## src/rtl/mips_ctrl_pkg.sv

```systemverilog
// mips_ctrl_pkg: shared definitions for the multicycle MIPS control unit.
//   - state_e  : FSM state encoding (also driven out on the debug state port)
//   - OP_*     : opcode field values (instruction[31:26])
//   - FN_*     : R-type funct field values (instruction[5:0])
//   - ALU_*    : alu_ctrl operation codes
//   - PC_SRC_* : pc_src mux selects
//   - ALUB_*   : alu_src_b mux selects
//   - is_mem_op: true for the load/store opcodes that share the address phase
package mips_ctrl_pkg;

    typedef enum logic [3:0] {
        S_FETCH  = 4'd0,
        S_DECODE = 4'd1,
        S_MEMADR = 4'd2,
        S_MEMRD  = 4'd3,
        S_MEMWB  = 4'd4,
        S_MEMWR  = 4'd5,
        S_EXEC   = 4'd6,
        S_ALUWB  = 4'd7,
        S_BRANCH = 4'd8,
        S_ADDIEX = 4'd9,
        S_ADDIWB = 4'd10,
        S_JUMP   = 4'd11
    } state_e;

    localparam logic [5:0] OP_RTYPE = 6'b000000;
    localparam logic [5:0] OP_LW    = 6'b100011;
    localparam logic [5:0] OP_SW    = 6'b101011;
    localparam logic [5:0] OP_BEQ   = 6'b000100;
    localparam logic [5:0] OP_ADDI  = 6'b001000;
    localparam logic [5:0] OP_J     = 6'b000010;

    localparam logic [5:0] FN_ADD = 6'b100000;
    localparam logic [5:0] FN_SUB = 6'b100010;
    localparam logic [5:0] FN_AND = 6'b100100;
    localparam logic [5:0] FN_OR  = 6'b100101;
    localparam logic [5:0] FN_SLT = 6'b101010;

    localparam logic [2:0] ALU_AND = 3'b000;
    localparam logic [2:0] ALU_OR  = 3'b001;
    localparam logic [2:0] ALU_ADD = 3'b010;
    localparam logic [2:0] ALU_SUB = 3'b110;
    localparam logic [2:0] ALU_SLT = 3'b111;

    localparam logic [1:0] PC_SRC_ALU    = 2'd0;
    localparam logic [1:0] PC_SRC_ALUOUT = 2'd1;
    localparam logic [1:0] PC_SRC_JUMP   = 2'd2;

    localparam logic [1:0] ALUB_REG     = 2'd0;
    localparam logic [1:0] ALUB_FOUR    = 2'd1;
    localparam logic [1:0] ALUB_IMM     = 2'd2;
    localparam logic [1:0] ALUB_IMM_SH2 = 2'd3;

    function automatic logic is_mem_op(input logic [5:0] op);
        return (op == OP_LW) || (op == OP_SW);
    endfunction

endpackage

```

## src/rtl/alu_decoder.sv

```systemverilog
// alu_decoder: combinational R-type funct to alu_ctrl translation.
// Ports:
//   funct_i    in  6  funct field of the current instruction
//   alu_ctrl_o out 3  ALU operation code (ADD when funct is unknown)
//   valid_o    out 1  1 when funct is one of the supported operations
module alu_decoder
    import mips_ctrl_pkg::*;
(
    input  logic [5:0] funct_i,
    output logic [2:0] alu_ctrl_o,
    output logic       valid_o
);

    // Map funct to ALU op; unknown codes fall back to ADD and drop valid
    always_comb begin
        alu_ctrl_o = ALU_ADD;
        valid_o    = 1'b1;
        case (funct_i)
            FN_ADD: begin
                alu_ctrl_o = ALU_ADD;
            end
            FN_SUB: begin
                alu_ctrl_o = ALU_SUB;
            end
            FN_AND: begin
                alu_ctrl_o = ALU_AND;
            end
            FN_OR: begin
                alu_ctrl_o = ALU_OR;
            end
            FN_SLT: begin
                alu_ctrl_o = ALU_SLT;
            end
            default: begin
                alu_ctrl_o = ALU_ADD;
                valid_o    = 1'b0;
            end
        endcase
    end

endmodule

```

## src/rtl/multicycle_control.sv

```systemverilog
// multicycle_control: Moore-style sequencer for a multicycle MIPS datapath
// (lw, sw, R-type add/sub/and/or/slt, beq, addi, optional j).
// Build option: define MC_JUMP_EN to make opcode 000010 execute through the
// JUMP state; without it that opcode is reported on illegal_op from DECODE.
// Ports:
//   clk, reset         clock and synchronous active-high reset
//   opcode, funct      instruction fields from the instruction register
//   zero               ALU equal flag (qualifies pc_en in BRANCH)
//   mem_ready          memory access complete (ends FETCH/MEMRD/MEMWR waits)
//   pc_en, pc_src      PC load strobe and source select
//   iord               memory address select (0 PC, 1 ALU-out)
//   mem_read/mem_write memory requests
//   ir_write           instruction register load
//   reg_dst, mem_to_reg, reg_write  register file write controls
//   alu_src_a/_b, alu_ctrl          ALU operand selects and operation
//   state              current state for debug
//   instr_done         pulse on the last cycle of each instruction
//   illegal_op         pulse when an unsupported opcode or funct is decoded
module multicycle_control
    import mips_ctrl_pkg::*;
(
    input  logic       clk,
    input  logic       reset,
    input  logic [5:0] opcode,
    input  logic [5:0] funct,
    input  logic       zero,
    input  logic       mem_ready,
    output logic       pc_en,
    output logic [1:0] pc_src,
    output logic       iord,
    output logic       mem_read,
    output logic       mem_write,
    output logic       ir_write,
    output logic       reg_dst,
    output logic       mem_to_reg,
    output logic       reg_write,
    output logic       alu_src_a,
    output logic [1:0] alu_src_b,
    output logic [2:0] alu_ctrl,
    output logic [3:0] state,
    output logic       instr_done,
    output logic       illegal_op
);

    state_e     state_q;
    state_e     state_d;

    logic [2:0] dec_alu_ctrl_s;
    logic       dec_valid_s;

    logic       pc_en_s;
    logic [1:0] pc_src_s;
    logic       iord_s;
    logic       mem_read_s;
    logic       mem_write_s;
    logic       ir_write_s;
    logic       reg_dst_s;
    logic       mem_to_reg_s;
    logic       reg_write_s;
    logic       alu_src_a_s;
    logic [1:0] alu_src_b_s;
    logic [2:0] alu_ctrl_s;
    logic       instr_done_s;
    logic       illegal_op_s;

    alu_decoder u_alu_decoder (
        .funct_i    (funct),
        .alu_ctrl_o (dec_alu_ctrl_s),
        .valid_o    (dec_valid_s)
    );

    // State register; reset returns the sequencer to FETCH from any state
    always_ff @(posedge clk) begin
        if (reset) begin
            state_q <= S_FETCH;
        end else begin
            state_q <= state_d;
        end
    end

    // Next-state and output decode from the current state
    always_comb begin
        state_d      = state_q;
        pc_en_s      = 1'b0;
        pc_src_s     = PC_SRC_ALU;
        iord_s       = 1'b0;
        mem_read_s   = 1'b0;
        mem_write_s  = 1'b0;
        ir_write_s   = 1'b0;
        reg_dst_s    = 1'b0;
        mem_to_reg_s = 1'b0;
        reg_write_s  = 1'b0;
        alu_src_a_s  = 1'b0;
        alu_src_b_s  = ALUB_REG;
        alu_ctrl_s   = ALU_ADD;
        instr_done_s = 1'b0;
        illegal_op_s = 1'b0;

        case (state_q)
            S_FETCH: begin
                // PC+4 is computed every cycle but only committed with the IR load
                mem_read_s  = 1'b1;
                alu_src_b_s = ALUB_FOUR;
                if (mem_ready) begin
                    ir_write_s = 1'b1;
                    pc_en_s    = 1'b1;
                    state_d    = S_DECODE;
                end else begin
                    state_d    = S_FETCH;
                end
            end
            S_DECODE: begin
                // Branch target precomputed here for use in BRANCH
                alu_src_b_s = ALUB_IMM_SH2;
                case (opcode)
                    OP_LW, OP_SW: begin
                        state_d = S_MEMADR;
                    end
                    OP_RTYPE: begin
                        state_d = S_EXEC;
                    end
                    OP_BEQ: begin
                        state_d = S_BRANCH;
                    end
                    OP_ADDI: begin
                        state_d = S_ADDIEX;
                    end
`ifdef MC_JUMP_EN
                    OP_J: begin
                        state_d = S_JUMP;
                    end
`else
                    OP_J: begin
                        state_d      = S_FETCH;
                        illegal_op_s = 1'b1;
                    end
`endif
                    default: begin
                        state_d      = S_FETCH;
                        illegal_op_s = 1'b1;
                    end
                endcase
            end
            S_MEMADR: begin
                alu_src_a_s = 1'b1;
                alu_src_b_s = ALUB_IMM;
                if (!is_mem_op(opcode)) begin
                    state_d = S_FETCH;
                end else if (opcode == OP_SW) begin
                    state_d = S_MEMWR;
                end else begin
                    state_d = S_MEMRD;
                end
            end
            S_MEMRD: begin
                mem_read_s = 1'b1;
                iord_s     = 1'b1;
                if (mem_ready) begin
                    state_d = S_MEMWB;
                end else begin
                    state_d = S_MEMRD;
                end
            end
            S_MEMWB: begin
                reg_write_s  = 1'b1;
                mem_to_reg_s = 1'b1;
                instr_done_s = 1'b1;
                state_d      = S_FETCH;
            end
            S_MEMWR: begin
                // The store is held on the bus until memory accepts it
                mem_write_s = 1'b1;
                iord_s      = 1'b1;
                if (mem_ready) begin
                    instr_done_s = 1'b1;
                    state_d      = S_FETCH;
                end else begin
                    state_d      = S_MEMWR;
                end
            end
            S_EXEC: begin
                alu_src_a_s = 1'b1;
                alu_ctrl_s  = dec_alu_ctrl_s;
                if (dec_valid_s) begin
                    state_d = S_ALUWB;
                end else begin
                    // Unknown funct: abandon the instruction before any write
                    illegal_op_s = 1'b1;
                    state_d      = S_FETCH;
                end
            end
            S_ALUWB: begin
                reg_write_s  = 1'b1;
                reg_dst_s    = 1'b1;
                instr_done_s = 1'b1;
                state_d      = S_FETCH;
            end
            S_BRANCH: begin
                // Compare via subtraction; the taken target sits in ALU-out
                alu_src_a_s  = 1'b1;
                alu_ctrl_s   = ALU_SUB;
                pc_src_s     = PC_SRC_ALUOUT;
                pc_en_s      = zero;
                instr_done_s = 1'b1;
                state_d      = S_FETCH;
            end
            S_ADDIEX: begin
                alu_src_a_s = 1'b1;
                alu_src_b_s = ALUB_IMM;
                state_d     = S_ADDIWB;
            end
            S_ADDIWB: begin
                reg_write_s  = 1'b1;
                instr_done_s = 1'b1;
                state_d      = S_FETCH;
            end
            S_JUMP: begin
                // Only entered from DECODE when jumps are built in
                pc_src_s     = PC_SRC_JUMP;
                pc_en_s      = 1'b1;
                instr_done_s = 1'b1;
                state_d      = S_FETCH;
            end
            default: begin
                state_d = S_FETCH;
            end
        endcase
    end

    // Reset forces every strobe low combinationally so an in-flight write is
    // dropped in the same cycle reset is seen, not one cycle later.
    assign pc_en      = pc_en_s      & ~reset;
    assign ir_write   = ir_write_s   & ~reset;
    assign reg_write  = reg_write_s  & ~reset;
    assign mem_read   = mem_read_s   & ~reset;
    assign mem_write  = mem_write_s  & ~reset;
    assign instr_done = instr_done_s & ~reset;
    assign illegal_op = illegal_op_s & ~reset;

    assign pc_src     = pc_src_s;
    assign iord       = iord_s;
    assign reg_dst    = reg_dst_s;
    assign mem_to_reg = mem_to_reg_s;
    assign alu_src_a  = alu_src_a_s;
    assign alu_src_b  = alu_src_b_s;
    assign alu_ctrl   = alu_ctrl_s;
    assign state      = reset ? 4'd0 : 4'(state_q);

endmodule
```

## config.mk

```make
export PLATFORM = sky130hd
export DESIGN_NAME = multicycle_control
export DESIGN_NICKNAME = d
export VERILOG_FILES = /design/src/rtl/mips_ctrl_pkg.sv /design/src/rtl/alu_decoder.sv /design/src/rtl/multicycle_control.sv
export SDC_FILE = /design/constraint.sdc
export NUM_CORES = 1
export LEC_CHECK = 0
export CORE_MARGIN = 2
export CORE_UTILIZATION = 38
export CTS_CLUSTER_SIZE = 28
export DETAILED_ROUTE_END_ITERATION = 6
export PLACE_DENSITY = 0.8
export SLEW_MARGIN = 5
export SYNTH_ARGS = -nofsm -noshare
export SYNTH_HDL_FRONTEND = slang
export SYNTH_HIERARCHICAL = 1
export SYNTH_SLANG_ARGS = --single-unit
```

## constraint.sdc

```tcl
create_clock -name clk -period 2.5 [get_ports clk]
set_input_delay 0.625 -clock clk [delete_from_list [all_inputs] [get_ports clk]]
set_output_delay 0.625 -clock clk [all_outputs]
set_load 0.005 [all_outputs]
```

Word level (Yosys, flattened, before mapping)
Index checks and enable logic that the tools add are counted.
- register bits: 4
- input bits: 16
- output and inout port bits: 22
- logic and storage cells: 69
- eq/ne operators: 20
- multiplexer cells: 28
- bitwise logic cells: 8
- reduce and logical (&&, ||, !) cells: 12
- operators with widths (operator ; number):
    6-bit == test, second input constant ; 7
    4-bit case mux with 7 select lines ; 1
    4-bit by 3-bit == test with 1-bit output, second input constant ; 4
    4-bit == test, second input constant ; 4
    4-bit case mux with 4 select lines ; 1
    3-bit two-way mux ; 5
    5-bit OR reduction ; 3
    1-bit two-way mux ; 13
    3-bit case mux with 4 select lines ; 1
    4-bit by 2-bit == test with 1-bit output, second input constant ; 2
    2-bit OR reduction ; 4
    1-bit AND ; 7
    6-bit by 3-bit == test with 1-bit output, second input constant ; 1
    6-bit by 4-bit == test with 1-bit output, second input constant ; 1
    6-bit zero test ; 1
    2-bit case mux with 3 select lines ; 1
    3-bit case mux with 2 select lines ; 1
    4-bit by 1-bit == test with 1-bit output, second input constant ; 1
    4-bit zero test ; 1
    4-bit two-way mux ; 1
    1-bit case mux with 2 select lines ; 2
    2-bit case mux with 2 select lines ; 1
    4-bit OR reduction ; 1
    1-bit case mux with 3 select lines ; 1
    3 further kinds ; 3

Longest topological paths before layout
Gate-level depths: netlist (run 1).
- depth after elaboration: 6
- depth in mapped cells: 6
- mapped depth without buffers: 6

Hierarchy
The synthesis (run 1) kept the hierarchy.
- modules (own cells, without submodules) (module ; times used ; cells each ; area an instance (sq um) ; sequential area each (sq um)):
    multicycle_control ; 1 ; 91 ; 601.8 ; 80.1
    alu_decoder ; 1 ; 9 ; 75.1 ; 0.0

Worst setup path after synthesis (run 1)
Ideal clock, no wire load.
- kind: input to output
- start: in funct[4]
- end: out alu_ctrl[1]
- arrival: 1.614 ns
- data required time: 1.875 ns
- slack: 0.261 ns
- stages: 3
- path buffers: 0
- cells stage by stage: nand2b_1 > or4b_1 > or3_1
- word-level cells in the longest chain between the ends: 3
- elaborated cells on any way between the ends: 6
- classes of those cells: eq/ne (4); mux (2)
- RTL lines (what ; RTL line ; RTL):
    start: declaration ; multicycle_control.sv:25 ; input logic [5:0] funct,
    6-bit == test ; alu_decoder.sv:18 ; case (funct_i)
    3-bit case mux with 4 select lines (*) ; alu_decoder.sv:18 ;
    named net dec_alu_ctrl_s[1] ; multicycle_control.sv:48 ; logic [2:0] dec_alu_ctrl_s;
    3-bit case mux with 2 select lines (*) ; multicycle_control.sv:99 ; case (state_q)
    end: declaration ; multicycle_control.sv:39 ; output logic [2:0] alu_ctrl,
The timed path passes the listed nets; every way through them passes the cells marked *.

Final worst setup path (run 1)
- start: in opcode[0]
- end: out illegal_op
- word-level cells in the longest chain between the ends: 5
- elaborated cells on any way between the ends: 9
- classes of those cells: eq/ne (4); mux (2); bitwise (1); reduce/logical (2)
- RTL lines (what ; RTL line ; RTL):
    start: declaration ; multicycle_control.sv:24 ; input logic [5:0] opcode,
    6-bit == test (tied with other cells) ; multicycle_control.sv:115 ; case (opcode)
    5-bit OR reduction (no source line) (*) ; -- ;
    1-bit two-way mux (*) ; multicycle_control.sv:115 ;
    1-bit case mux with 2 select lines (*) ; multicycle_control.sv:99 ;
    1-bit AND (*) ; multicycle_control.sv:238 ; assign illegal_op = illegal_op_s & ~reset;
    end: declaration ; multicycle_control.sv:42 ; output logic illegal_op
Mark *: on every way between the ends. The rest lies on a longest branch, timed or not.

==> metrics.md, run 1 <==
| Metric | Value |
|---|---|
| Synth area leader | dfxtp_1 |
| Syn. warnings | 6 |
| Largest net degree at the start of global routing | 13 |
| Critical path peak fanout | 3 |
| Synth cell types | 40 |
| Initial Util | 39.6% |
| DR vias | 982 |
| Ys async rst share | 0% |
| Leakage power | 0.574 nW |
| Crit path to | illegal_op |
| Gpl congestion | 0.863 |
| Slew margin rel. | 77.5% |
| Maximum vdd ir drop | 0.249 mV |
| Reg2Reg Launch Point | state_q[2] |
| DRT Pass-1 Iters | 5 |
| Reg-to-reg slack, setup | 0.97 ns |
| Minimum clock period | 2.51 ns |
| WS Path Type | input port to output pin |
| Startpoint types | input port |
| Actual transition at the worst max-transition pin | 0.337 ns |
| Largest family of logic cells by synthesized area | simple AND/OR/NAND/NOR gates |
| Vias per std cell | 5.49 |
| Cts hold-fix bufs | 0 |
| Outcome | complete, but fails checks |
| Post-synthesis mux area share | 3.14% |
| Clock latency on the worst-skew pair | 0.23 ns |
| Syn Area/Cell | 6.77 um^2 |
| EDFF count, synth | 0 |
| # clock sinks | 4 |
| Post-synth design cell area | 677 um^2 |
| Wire per inst | 13.9 um |
| Max reg flops | 4 |
| Num CTS Buffers | 3 |
| Post-synthesis xor/xnor area fraction | 2.59% |
| Worst Slack Setup Final | -0.0119 ns |
| Clock Pin Slew Worst Setup and Hold Paths | 0.04 ns |
| HPWL after DPL | 1830 um |
| Synth Instances | 100 |
| Tcrit/Tclk final | 100% |
| Port buffer count | 37 |
| Final WL | 2480 um |
| Seq/Total Area, Yosys | 11.8% |
| Final setup violation count | 1 |
| Adder-cell share of the synthesized area | 0% |
| Share of cells above drive strength 1 | 35.7% |
| Crit path launch | opcode[0] |
| Max-Cap Viols | 0 |
| H-tree depth | 1 |
| Ports | 38 |
| Synth Area in Compound Gates | 25.0% |
| Routed Antenna Nets | 0 |
| Most numerous cell in the Yosys netlist | nor2_1 |
| Grt ovf | 0 |
| Max-slew violations | 0 |
| Core area | 1710 um^2 |
| Top_reg_cell synth | dfxtp_1 |
| Buffer depth of the longest clock path | 2 |
| CTS root buffer | clkbuf_4 |
| Cells on worst reg2reg path | 5 |
| Failing checks | negative setup slack |
| P&R area growth vs syn | 88.9% |
| Starting DRC count in detailed routing | 26 |
| Antenna violations before repair | 0 |
| CP Data Required Time | 1.88 ns |
| Arr. time, crit path | 1.89 ns |
| Biggest register | state_q |
| TritonCTS clock tree | done |
| Fmax | 0.398 GHz |
| Clock Skew | 0.000537 ns |
| RSZ-0062 raised after global routing | yes |
| Top flop regs | state_q (4) |
| Yosys reg bits | 4 |
| Hold slack | 0.598 ns |
| Total track usage | 23.5% |
| Die area | 2130 um^2 |
| Leading post-synthesis cells by cell area | dfxtp_1, nor2_1, a21oi_1 |
| Synth top cells by count | nor2_1, a21oi_1, nand2b_1, nor2b_1, nor3_1 |
| Die Wd | 46.2 um |
| Area share of the largest cell type after synthesis | 11.8% |
| Worst hold-check path type | flop to flop |
| Crit. End Element | output pin |
| Vias in the first global route | 881 |
| Pre-CTS setup slack | -0.622 ns |
| First-pass GRT wire length | 3680 um |
| RR Endpoint | state_q[2] |
| Area share of and/or/nand/nor cells after synthesis | 50.3% |
| Syn Nets | 116 |
| DR DRC count | 0 |
| Die Ht | 46.2 um |
| Site row count | 15 |
| Final hold viol count | 0 |
| Layout Nets | 172 |
| P per Cell Area | 199 nW/um^2 |
| # diodes | 0 |
==> metrics by stage <==
stage                     util (%)  setup TNS (ns)  cell area, um^2  instances  power, W
after floorplan                  -               0              677        100  0.000104
after global placement        69.8           -3.06             1190        175  0.000167
after detailed placement      69.8           -3.58             1190        175  0.000170
after CTS                     74.0          -0.272             1260        178  0.000254
after global routing          74.9         -0.0424             1280        179  0.000273
final                         74.9         -0.0119             1280        179  0.000255
==> worst min-delay path by stage <==
stage	from	end	slack, ns	cells past startpoint
floorplan	state_q[0]	state_q[3]	0.60	2
global placement	state_q[3]	state_q[3]	0.65	2
detailed placement	state_q[3]	state_q[3]	0.67	2
CTS	state_q[3]	state_q[3]	0.68	2
global route	state_q[3]	state_q[3]	0.63	2
finish	state_q[3]	state_q[3]	0.60	2
==> cells in the final DEF, fill, tap and decap left out, drive strengths merged, types with 6 or more instances in the layout <==
master / n
nor3: 6
nand2b: 7
nor2b: 6
nor2: 16
dlymetal6s2s: 7
buf: 25
a21oi: 11
clkdlybuf4s50: 17
clkbuf: 8
==> worst max-delay path, cell delays in order <==
cell and delay [ns]:
dlymetal6s2s_1 0.13, or3_4 0.42, o21ai_2 0.18, a21oi_2 0.07, a22o_1 0.20, dlygate4sd2_1 0.26
==> metal layers <==
metal / GRT usage (%) / vias to the layer above / part of all wire [%]
li1: - / 481 / -
met1: 28.0 / 458 / 41
met5: 0 / - / 0
met4: 2.86 / 0 / 0
met3: 5.88 / 0 / 5.4
met2: 42.8 / 43 / 53
==> area by class of cell <==
cell class	count	area, um^2
clock buffer	3	22.5
sequential	4	83.8
timing repair buffer	57	503
tap	25	31.3
fill	140	429
multi-input combinational	88	631
inverter	2	7.51
==> power by group <==
group          switching (W)  leakage (nW)  internal, W
clock              0.0000242        0.0138    0.0000535
sequential        0.00000179        0.0340    0.0000654
combinational      0.0000488         0.526    0.0000609
total              0.0000748         0.574     0.000180
==> cells by family (layout without fill, tap and decap cells) <==
logic type             after synthesis  count (layout)
AND/OR/NAND/NOR                     57              57
buffers and inverters                8              62
multiplexers                         2               2
AO/OA/AOI/OAI                       27              27
XOR/XNOR                             2               2
flip-flops                           4               4
==> repair_timing <==
item | in CTS | in global routing
gates resized for setup | 39 | 28
buffers inserted | 0 | 1
endpoints found under the setup margin | 14 | 10
pin swaps | 4 | 9
No activity file was read; power rests on OpenSTA's default activity.
==> run 2, diff against run 1 <==
==> constraint.sdc (replaced) <==
create_clock -name clk -period 2.47 [get_ports clk]
set_input_delay 0.6175 -clock clk [delete_from_list [all_inputs] [get_ports clk]]
set_output_delay 0.6175 -clock clk [all_outputs]
set_load 0.005 [all_outputs]
==> run 2 against run 1 <==
  * The flow still finishes with violations (negative setup slack)
  * Die area unchanged
  * Clock power increased by 13%
  * Register-to-register slack about the same
  * Combinational power about the same
  * Highest routed layer is now met4
  * Via count increased by 0.20%
  * Critical endpoint unchanged
  * Worst hold slack got worse by 0.0050 ns
  * Total power increased by 4.9%
==> metrics.md, run 2 (same netlist as run 1, synthesis figures left out) <==
| Metric | Value |
|---|---|
| Site row count | 15 (unchanged) |
| Final WL | 2530 um (was 2480 um) |
| Layout Cells excl Fill | 178 (was 179) |
| Starting DRC count in detailed routing | 27 (was 26) |
| Clock Pin Slew Worst Setup and Hold Paths | 0.04 ns (about the same) |
| Post-DP Area | 1190 um^2 (unchanged) |
| Power Total | 0.000267 W (was 0.000255 W) |
| Buffer depth of the longest clock path | 2 (unchanged) |
| H-tree depth | 1 (unchanged) |
| HPWL after DPL | 1820 um (was 1830 um) |
| # diodes | 0 (unchanged) |
| CTS root buffer | clkbuf_4 (unchanged) |
| Minimum clock period | 2.49 ns |
| Fillers | 129 (was 140) |
| P&R area growth vs syn | 90.4% (was 88.9%) |
| WS Path Type | input port to output pin (unchanged) |
| Outcome | complete, but fails checks (unchanged) |
| Reg-to-reg slack, setup | 0.96 ns (was 0.97 ns) |
| Worst Slack Setup Final | -0.0182 ns (was -0.0119 ns) |
| Reg power frac | 25.4% (was 26.4%) |
| Die Ht | 46.2 um (unchanged) |
| Most common cell after layout, fill and taps aside | buf_4 (unchanged) |
| Grt ovf | 0 (unchanged) |
| Top flop regs | state_q (4) (unchanged) |
| Max-slew violations | 0 (unchanged) |
| Register Area | 83.8 um^2 (unchanged) |
| Biggest register | state_q (unchanged) |
| Net switching power | 0.0000848 W (was 0.0000748 W) |
| Largest net degree at the start of global routing | 13 (unchanged) |
| Tcrit/Tclk final | 101% |
| RSZ-0062 raised after global routing | yes (unchanged) |
| Finished Core Util | 75.5% (was 74.9%) |
| Critical path peak fanout | 3 (unchanged) |
| Sw Share | 31.8% (was 29.4%) |
| Slew margin rel. | 79.8% (was 77.5%) |
| Initial Util | 39.6% (unchanged) |
| Crit. End Element | output pin (unchanged) |
| TritonCTS clock tree | done (unchanged) |
| Commonest cells after routing, fill and taps aside | buf_4, clkdlybuf4s50_1, nor2_1, a21oi_1, dlymetal6s2s_1 (unchanged) |
| Total track usage | 25.5% (was 23.5%) |
| Min-Delay Endpoint | state_q[3] (unchanged) |
| Worst hold start | state_q[3] (unchanged) |
| Core area | 1710 um^2 (unchanged) |
| Worst hold-check path type | flop to flop (unchanged) |
| Actual transition at the worst max-transition pin | 0.303 ns (was 0.337 ns) |
| Fmax | 0.402 GHz |
| First-pass GRT wire length | 3970 um (was 3680 um) |
| # placed instances | 175 (unchanged) |
| Num CTS Buffers | 3 (unchanged) |
| Wire per inst | 14.2 um (was 13.9 um) |
| Design Area, Final | 1290 um^2 (was 1280 um^2) |
| Reg2Reg Launch Point | state_q[2] (unchanged) |
| Die area | 2130 um^2 (unchanged) |
| DR vias | 984 (was 982) |
| DR DRC count | 0 (unchanged) |
| Final hold viol count | 0 (unchanged) |
| Cts hold-fix bufs | 0 (unchanged) |
| Max-Cap Viols | 0 (unchanged) |
| Pre-CTS setup slack | -0.650 ns (was -0.622 ns) |
| Startpoint types | input port (unchanged) |
| Vias per std cell | 5.53 (was 5.49) |
| Vias in the first global route | 917 (was 881) |
| Int Pwr | 0.000182 W (was 0.000180 W) |
| Postcts setup bufs | 0 (unchanged) |
| Gpl congestion | 0.858 (was 0.863) |
| Max reg flops | 4 (unchanged) |
| Failing checks | negative setup slack (unchanged) |
| Clock latency on the worst-skew pair | 0.25 ns (was 0.23 ns) |
| Arr. time, crit path | 1.87 ns (was 1.89 ns) |
| Layout Nets | 171 (was 172) |
| RR Endpoint | state_q[2] (unchanged) |
| Leakage power | 0.572 nW (was 0.574 nW) |
| Routed Antenna Nets | 0 (unchanged) |
| Ports | 38 (unchanged) |
| Maximum vdd ir drop | 0.247 mV (was 0.249 mV) |
| Share of cells above drive strength 1 | 35.9% (was 35.7%) |
| P per Cell Area | 207 nW/um^2 (was 199 nW/um^2) |
| Antenna violations before repair | 0 (unchanged) |
| Final setup violation count | 1 (unchanged) |
| Clock power share | 32.9% (was 30.5%) |
| Comb pwr share | 41.7% (was 43.1%) |
| # clock sinks | 4 (unchanged) |
| Cells on worst reg2reg path | 5 (unchanged) |
| Clock Skew | 0.00318 ns (was 0.000537 ns) |
| Hold depth | 2 (unchanged) |
| CP Data Required Time | 1.85 ns (was 1.88 ns) |
| Port buffer count | 37 (unchanged) |
| Die Wd | 46.2 um (unchanged) |
| DRT Pass-1 Iters | 4 (was 5) |
| Area of the multi-input gates | 639 um^2 (was 631 um^2) |
[run 2: changes by cell type in the layout (fill, tap and decap cells not counted), sizes merged]
| cell | delta |
|---|---|
| clkbuf | -2 |
| dlygate4sd2 | +2 |
| buf | -1 |
| clkdlybuf4s15 | +1 |
| clkdlybuf4s50 | -1 |
[run 2: worst max-delay path by stage]
stage	start	endpoint	depth (start not counted)	slack, ns
finish	opcode[5]	illegal_op	6	-0.02
global route	opcode[5]	illegal_op	6	-0.07
CTS	opcode[0]	illegal_op	6	-0.28
detailed placement	funct[1]	illegal_op	6	-0.65
global placement	funct[1]	illegal_op	6	-0.60
floorplan	funct[4]	alu_ctrl[1]	3	0.25
[run 2: worst max-delay path: stages]
cell	delay, ns
dlymetal6s2s_1	0.14
or3_4	0.41
o21ai_2	0.18
a21oi_2	0.07
a22o_1	0.19
dlygate4sd2_1	0.26
[run 2: cell type report]
| type | count | share of cell area [%] |
|---|---|---|
| Multi-Input combinational cell | 88 | 49.6 |
| Clock buffer | 3 | 1.75 |
| Timing Repair Buffer | 56 | 39.1 |
| Tap cell | 25 | 2.43 |
| Sequential cell | 4 | 6.50 |
| Inverter | 2 | 0.583 |
[run 2: repair_timing]
action,CTS,global route
pin swaps,3,6
setup endpoints to repair,14,8
resized for setup,49,20
[run 2: power groups by stage]
stage | Clock [W] | Combinational, W | Sequential (W)
floorplan | 0 | 0.0000375 | 0.0000682
global placement | 0 | 0.000100 | 0.0000687
detailed placement | 0 | 0.000104 | 0.0000688
CTS | 0.0000914 | 0.000109 | 0.0000677
global route | 0.0000986 | 0.000119 | 0.0000679
finish | 0.0000878 | 0.000111 | 0.0000679
[run 2: metal layers]
| metal | track usage (%) | vias to the layer above | wire length, um |
|---|---|---|---|
| li1 | - | 474 | - |
| met1 | 30.1 | 454 | 1060 |
| met2 | 46.4 | 50 | 1290 |
| met3 | 4.71 | 6 | 140 |
| met4 | 6.86 | 0 | 34 |
| met5 | 0 | - | 0 |
[run 2: metrics by stage]
step / setup TNS [ns] / hold WS (ns)
CTS: -0.282 / 0.591
global route: -0.0674 / 0.628
floorplan: 0 / 0.602
detailed placement: -3.85 / 0.662
finish: -0.0182 / 0.593
global placement: -3.27 / 0.651
==> run 3, diff against run 2 <==
--- a/config.mk
+++ b/config.mk
@@ -9,7 +9,7 @@
 export CORE_UTILIZATION = 38
 export CTS_CLUSTER_SIZE = 28
 export DETAILED_ROUTE_END_ITERATION = 6
-export PLACE_DENSITY = 0.8
+export PLACE_DENSITY = 0.91
 export SLEW_MARGIN = 5
 export SYNTH_ARGS = -nofsm -noshare
 export SYNTH_HDL_FRONTEND = slang
==> constraint.sdc (replaced) <==
create_clock -name clk -period 2.47 [get_ports clk]
set_input_delay 0.247 -clock clk [delete_from_list [all_inputs] [get_ports clk]]
set_output_delay 0.247 -clock clk [all_outputs]
set_load 0.005 [all_outputs]
==> run 3 against run 2 <==
  * The run now ends clean
  * Largest cell class unchanged
  * Clock skew grew 0.0033 ns
  * Via count shrank 7.7%
  * Non-clock buffer count shrank 14
  * Wire length shrank 18%
  * Critical path depth shrank 1
  * Core utilization shrank 11 points
  * Flip-flop and latch count is the same
  * Register-to-register slack lost 0.04 ns
  * Critical path type unchanged
  * Sequential power shrank 1%
  * Combinational power shrank 19%
  * Worst setup slack gained 0.092 ns
==> metrics.md, run 3 (same netlist as run 1, synthesis figures left out) <==
| Metric | Value |
|---|---|
| Startpoint types | input port (unchanged) |
| Routed Antenna Nets | 0 (unchanged) |
| Vias per std cell | 5.54 (was 5.53) |
| Final hold viol count | 0 (unchanged) |
| RSZ-0062 raised after global routing | no (was yes) |
| CP dominant cell by count | clkdlybuf4s50_1 |
| CTS root buffer | clkbuf_4 (unchanged) |
| Hold slack | 0.670 ns (was 0.593 ns) |
| Family with the most delay on the worst path | simple AND/OR/NAND/NOR gates (was compound AO/OA/AOI/OAI gates) |
| Leakage power | 0.378 nW (was 0.572 nW) |
| DRT Pass-1 Iters | 6 (was 4) |
| Die Ht | 46.2 um (unchanged) |
| Ports | 38 (unchanged) |
| Biggest register | state_q (unchanged) |
| TritonCTS clock tree | done (unchanged) |
| CP Data Required Time | 2.22 ns (was 1.85 ns) |
| Cells on worst reg2reg path | 5 (unchanged) |
| # diodes | 0 (unchanged) |
| HPWL after DPL | 1650 um (was 1820 um) |
| Maximum vdd ir drop | 0.276 mV (was 0.247 mV) |
| Critical path buffer and inverter count | 2 (unchanged) |
| Pre-CTS setup slack | 0.102 ns (was -0.650 ns) |
| Critical path depth | 5 (was 6) |
| Share of cells above drive strength 1 | 10.8% (was 35.9%) |
| Worst hold-check path type | flop to flop (unchanged) |
| Buffer depth of the longest clock path | 2 (unchanged) |
| Die area | 2130 um^2 (unchanged) |
| Total track usage | 20.9% (was 25.5%) |
| H-tree depth | 1 (unchanged) |
| Clock latency on the worst-skew pair | 0.24 ns (was 0.25 ns) |
| Most common cell after layout, fill and taps aside | clkdlybuf4s50_1 (was buf_4) |
| Largest net degree at the start of global routing | 14 (was 13) |
| Max-slew violations | 0 (unchanged) |
| Outcome | finished clean (was complete, but fails checks) |
| Site row count | 15 (unchanged) |
| Wire per inst | 12.6 um (was 14.2 um) |
| Num CTS Buffers | 3 (unchanged) |
| Layout Nets | 157 (was 171) |
| Crit path largest cell delay | 0.48 ns (was 0.41 ns) |
| Grt ovf | 0 (unchanged) |
| Final setup violation count | 0 (was 1) |
| WS Path Type | input port to output pin (unchanged) |
| Clock Skew | 0.00647 ns (was 0.00318 ns) |
| Port buffer count | 37 (unchanged) |
| Critical path peak fanout | 4 (was 3) |
| P per Cell Area | 217 nW/um^2 (was 207 nW/um^2) |
| CP cell instances | clkdlybuf4s50_1 > nand2b_1 > or4b_1 > or3_1 > clkdlybuf4s50_1 (was dlymetal6s2s_1 > or3_4 > o21ai_2 > a21oi_2 > a22o_1 > dlygate4sd2_1) |
| Post-DP Area | 1070 um^2 (was 1190 um^2) |
| Finished Core Util | 64.6% (was 75.5%) |
| Design Area, Final | 1100 um^2 (was 1290 um^2) |
| Starting DRC count in detailed routing | 13 (was 27) |
| Die Wd | 46.2 um (unchanged) |
| Clock Pin Slew Worst Setup and Hold Paths | 0.04 ns (about the same) |
| Core area | 1710 um^2 (unchanged) |
| Crit. End Element | output pin (unchanged) |
| Vias in the first global route | 819 (was 917) |
| # clock sinks | 4 (unchanged) |
| Tcrit/Tclk final | 97.0% (was 101%) |
| DR DRC count | 0 (unchanged) |
| Worst path slowest cell | or4b_1 (was or3_4) |
| Hold depth | 2 (unchanged) |
| Worst Slack Setup Final | 0.0743 ns (was -0.0182 ns) |
| P&R area growth vs syn | 63.0% (was 90.4%) |
| First-pass GRT wire length | 3340 um (was 3970 um) |
| Gpl congestion | 0.833 (was 0.858) |
| Slew margin rel. | 70.1% (was 79.8%) |
| Minimum clock period | 2.40 ns (was 2.49 ns) |
| Top Layer Used | met3 (was met4) |
| DR vias | 908 (was 984) |
| Met2 wire len | 1020 um (was 1290 um) |
| Actual transition at the worst max-transition pin | 0.448 ns (was 0.303 ns) |
| Max-Cap Viols | 0 (unchanged) |
| Max reg flops | 4 (unchanged) |
| Commonest cells after routing, fill and taps aside | clkdlybuf4s50_1, nor2_1, a21oi_1, nand2b_1, nor2b_1 (was buf_4, clkdlybuf4s50_1, nor2_1, a21oi_1, dlymetal6s2s_1) |
| Antenna violations before repair | 0 (unchanged) |
| Met3 routed WL | 114 um (was 140 um) |
| M1 WL | 932 um (was 1060 um) |
| Arr. time, crit path | 2.15 ns (was 1.87 ns) |
| Top flop regs | state_q (4) (unchanged) |
| Fmax | 0.417 GHz (was 0.402 GHz) |
| Setup TNS | 0 ns (was -0.0182 ns) |
| Final WL | 2070 um (was 2530 um) |
| Initial Util | 39.6% (unchanged) |
==> run 3: per-layer routing <==
| metal | up-vias | global-route usage, % |
|---|---|---|
| met5 | - | 0 |
| met4 | 0 | 4.57 |
| met3 | 0 | 3.92 |
| met2 | 36 | 36.1 |
| met1 | 419 | 26.6 |
| li1 | 453 | - |
==> run 3: metrics by stage <==
step / total power [W] / instances
2_1_floorplan: 0.000106 / 100
3_3_place_gp: 0.000154 / 161
3_5_place_dp: 0.000157 / 161
4_1_cts: 0.000241 / 164
5_1_grt: 0.000254 / 164
6_report: 0.000240 / 164
==> run 3: layout make-up <==
cell class              instances  area [um^2]
repair buffers                 42          408
inverters                       2         7.51
flip-flops and latches          4         80.1
well taps                      25         31.3
clock buffers                   3         22.5
fillers                       157          604
multi-input cells              88          554
==> run 3: worst paths after layout <==
kind / start / endpoint / slack, ns
worst max-delay path: funct[4] / alu_ctrl[1] / 0.07
worst min-delay path: state_q[3] / state_q[3] / 0.67
worst max register to register: state_q[2] / state_q[2] / 0.92
worst min register to register: state_q[3] / state_q[3] / 0.67
==> run 3: where the power goes <==
group          internal, W  total [W]  switching (W)
registers        0.0000661  0.0000670    0.000000922
logic            0.0000521  0.0000904      0.0000384
clock network    0.0000544  0.0000825      0.0000281
==> run 3: worst min-delay path, delay by kind of cell (launching register included) <==
family | cells | cell delay [ns]
flip-flops | 1 | 0.41
AND/OR/NAND/NOR | 2 | 0.21
==> run 3: repair_timing <==
item,in CTS,in global routing
endpoints found under the setup margin,0,2
gates resized for setup,0,2
hold endpoints to repair,0,0
setup buffers,0,0
hold buffers,0,0
==> RTL change (config.mk and constraints of run 1) <==
Add a define of `MC_JUMP_EN`.
--- a/src/rtl/multicycle_control.sv
+++ b/src/rtl/multicycle_control.sv
@@ -18,2 +18,4 @@
 //   illegal_op         pulse when an unsupported opcode or funct is decoded
+`define MC_JUMP_EN
+
 module multicycle_control
Behaviour: not the same (a bounded check fails within 4 cycles, from zero or initial values and one cycle with reset high).
==> RTL change against run 1 <==
  * Clock skew rose by 0.0048 ns
  * Synthesized area rose by 1.3%
  * Total power rose by 5.2%
  * Routed wire length rose by 10%
  * Count of clock-buffer cells in the layout did not move
  * Setup slack improved by 0.056 ns
  * Design area rose by 2.2%
  * Non-clock buffer count rose by 5
  * Global-route usage rose by 3.8 points
  * Sequential cell count did not move
==> RTL change: results (changes against run 1) <==
final_layout:
  drive_gt1_frac: 0.3734  # +0.01627
  nFillCells: 132  # -5.7%
logic_synthesis:
  yosysTopAreaCellShare: 0.1168  # -0.001511
  seq_area_frac_synth: 0.1168  # -0.001511
  muxShareOfSynthArea: 0.01642  # -0.01500
  synth.distinct_cells: 44  # +10%
  yosys-top-cells-area: "dfxtp_1 (12%), nor3_1 (6.6%), nor2b_1 (5.5%), a21oi_1 (5.1%), nand2_1 (4.9%)"
  synth_xor_area_frac: 0.03832  # +0.01244
routing:
  vias: 1038  # +5.7%
  wl_per_cell_um: 14.92  # +7.6%
  dr.pass1.iters: 4  # -1
  drt_iter0_drc: 23  # -12%
  wl_mm: 2.731  # +10%
worst_setup_path:
  crit_fanout: 10  # +7
  reg2reg_slack_ns: 0.90  # -0.07 ns
  cp_data_arrival_time_ns: 1.83  # -0.06 ns
  critPathSlowestCell: "clkdlybuf4s50_1"
  cpPeakStageDelay_ns: 0.59  # +0.17 ns
pwr:
  power_leakage_nw: 0.5922  # +3.1%
  seq_power_share: 0.252  # -0.012
  ir_worst_vdd_uv: 145.9  # -41%
sta:
  relSlewSlack: 0.7487  # -0.02652
  hold_slack_ns: 0.6322  # +0.03391 ns
grt:
  grtUsageTotal: 0.2723  # +0.03761
placement:
  placed_cell_area_um2: 1237  # +3.8%
  hpwlAfterDp_mm: 2.117  # +16%
  globalplace.congestion: 0.8573  # -0.65%
status:
  outcome: "complete, no violations"
RTL change: final cells by class:
class                           count  area (µm²)  area share
Timing Repair Buffer               62       529.3      0.4048
Sequential cell                     4       88.84     0.06794
Tap cell                           25       31.28     0.02392
Multi-Input combinational cell     87       628.1      0.4804
Clock buffer                        3       22.52     0.01722
Inverter                            2       7.507    0.005742
RTL change: worst max path at each step:
stage,startpoint,endpoint,slack (ns),cells after the start
finish,state_q[3]$_SDFF_PP0_,pc_src[0],0.04,3
global route,state_q[1]$_SDFF_PP0_,reg_write,0.001,6
CTS,opcode[3],illegal_op,-0.09,6
detailed placement,funct[2],illegal_op,-0.62,6
global placement,funct[4],alu_ctrl[1],-0.53,5
floorplan,funct[4],alu_ctrl[1],0.26,3
RTL change: layer usage:
metal  share of wire  vias up  GRT usage
met5               0        -          0
met4          0.0070        0     0.1086
met3           0.035        3    0.01961
met2            0.55       38     0.4972
met1            0.41      498     0.3225
li1                -      499          -
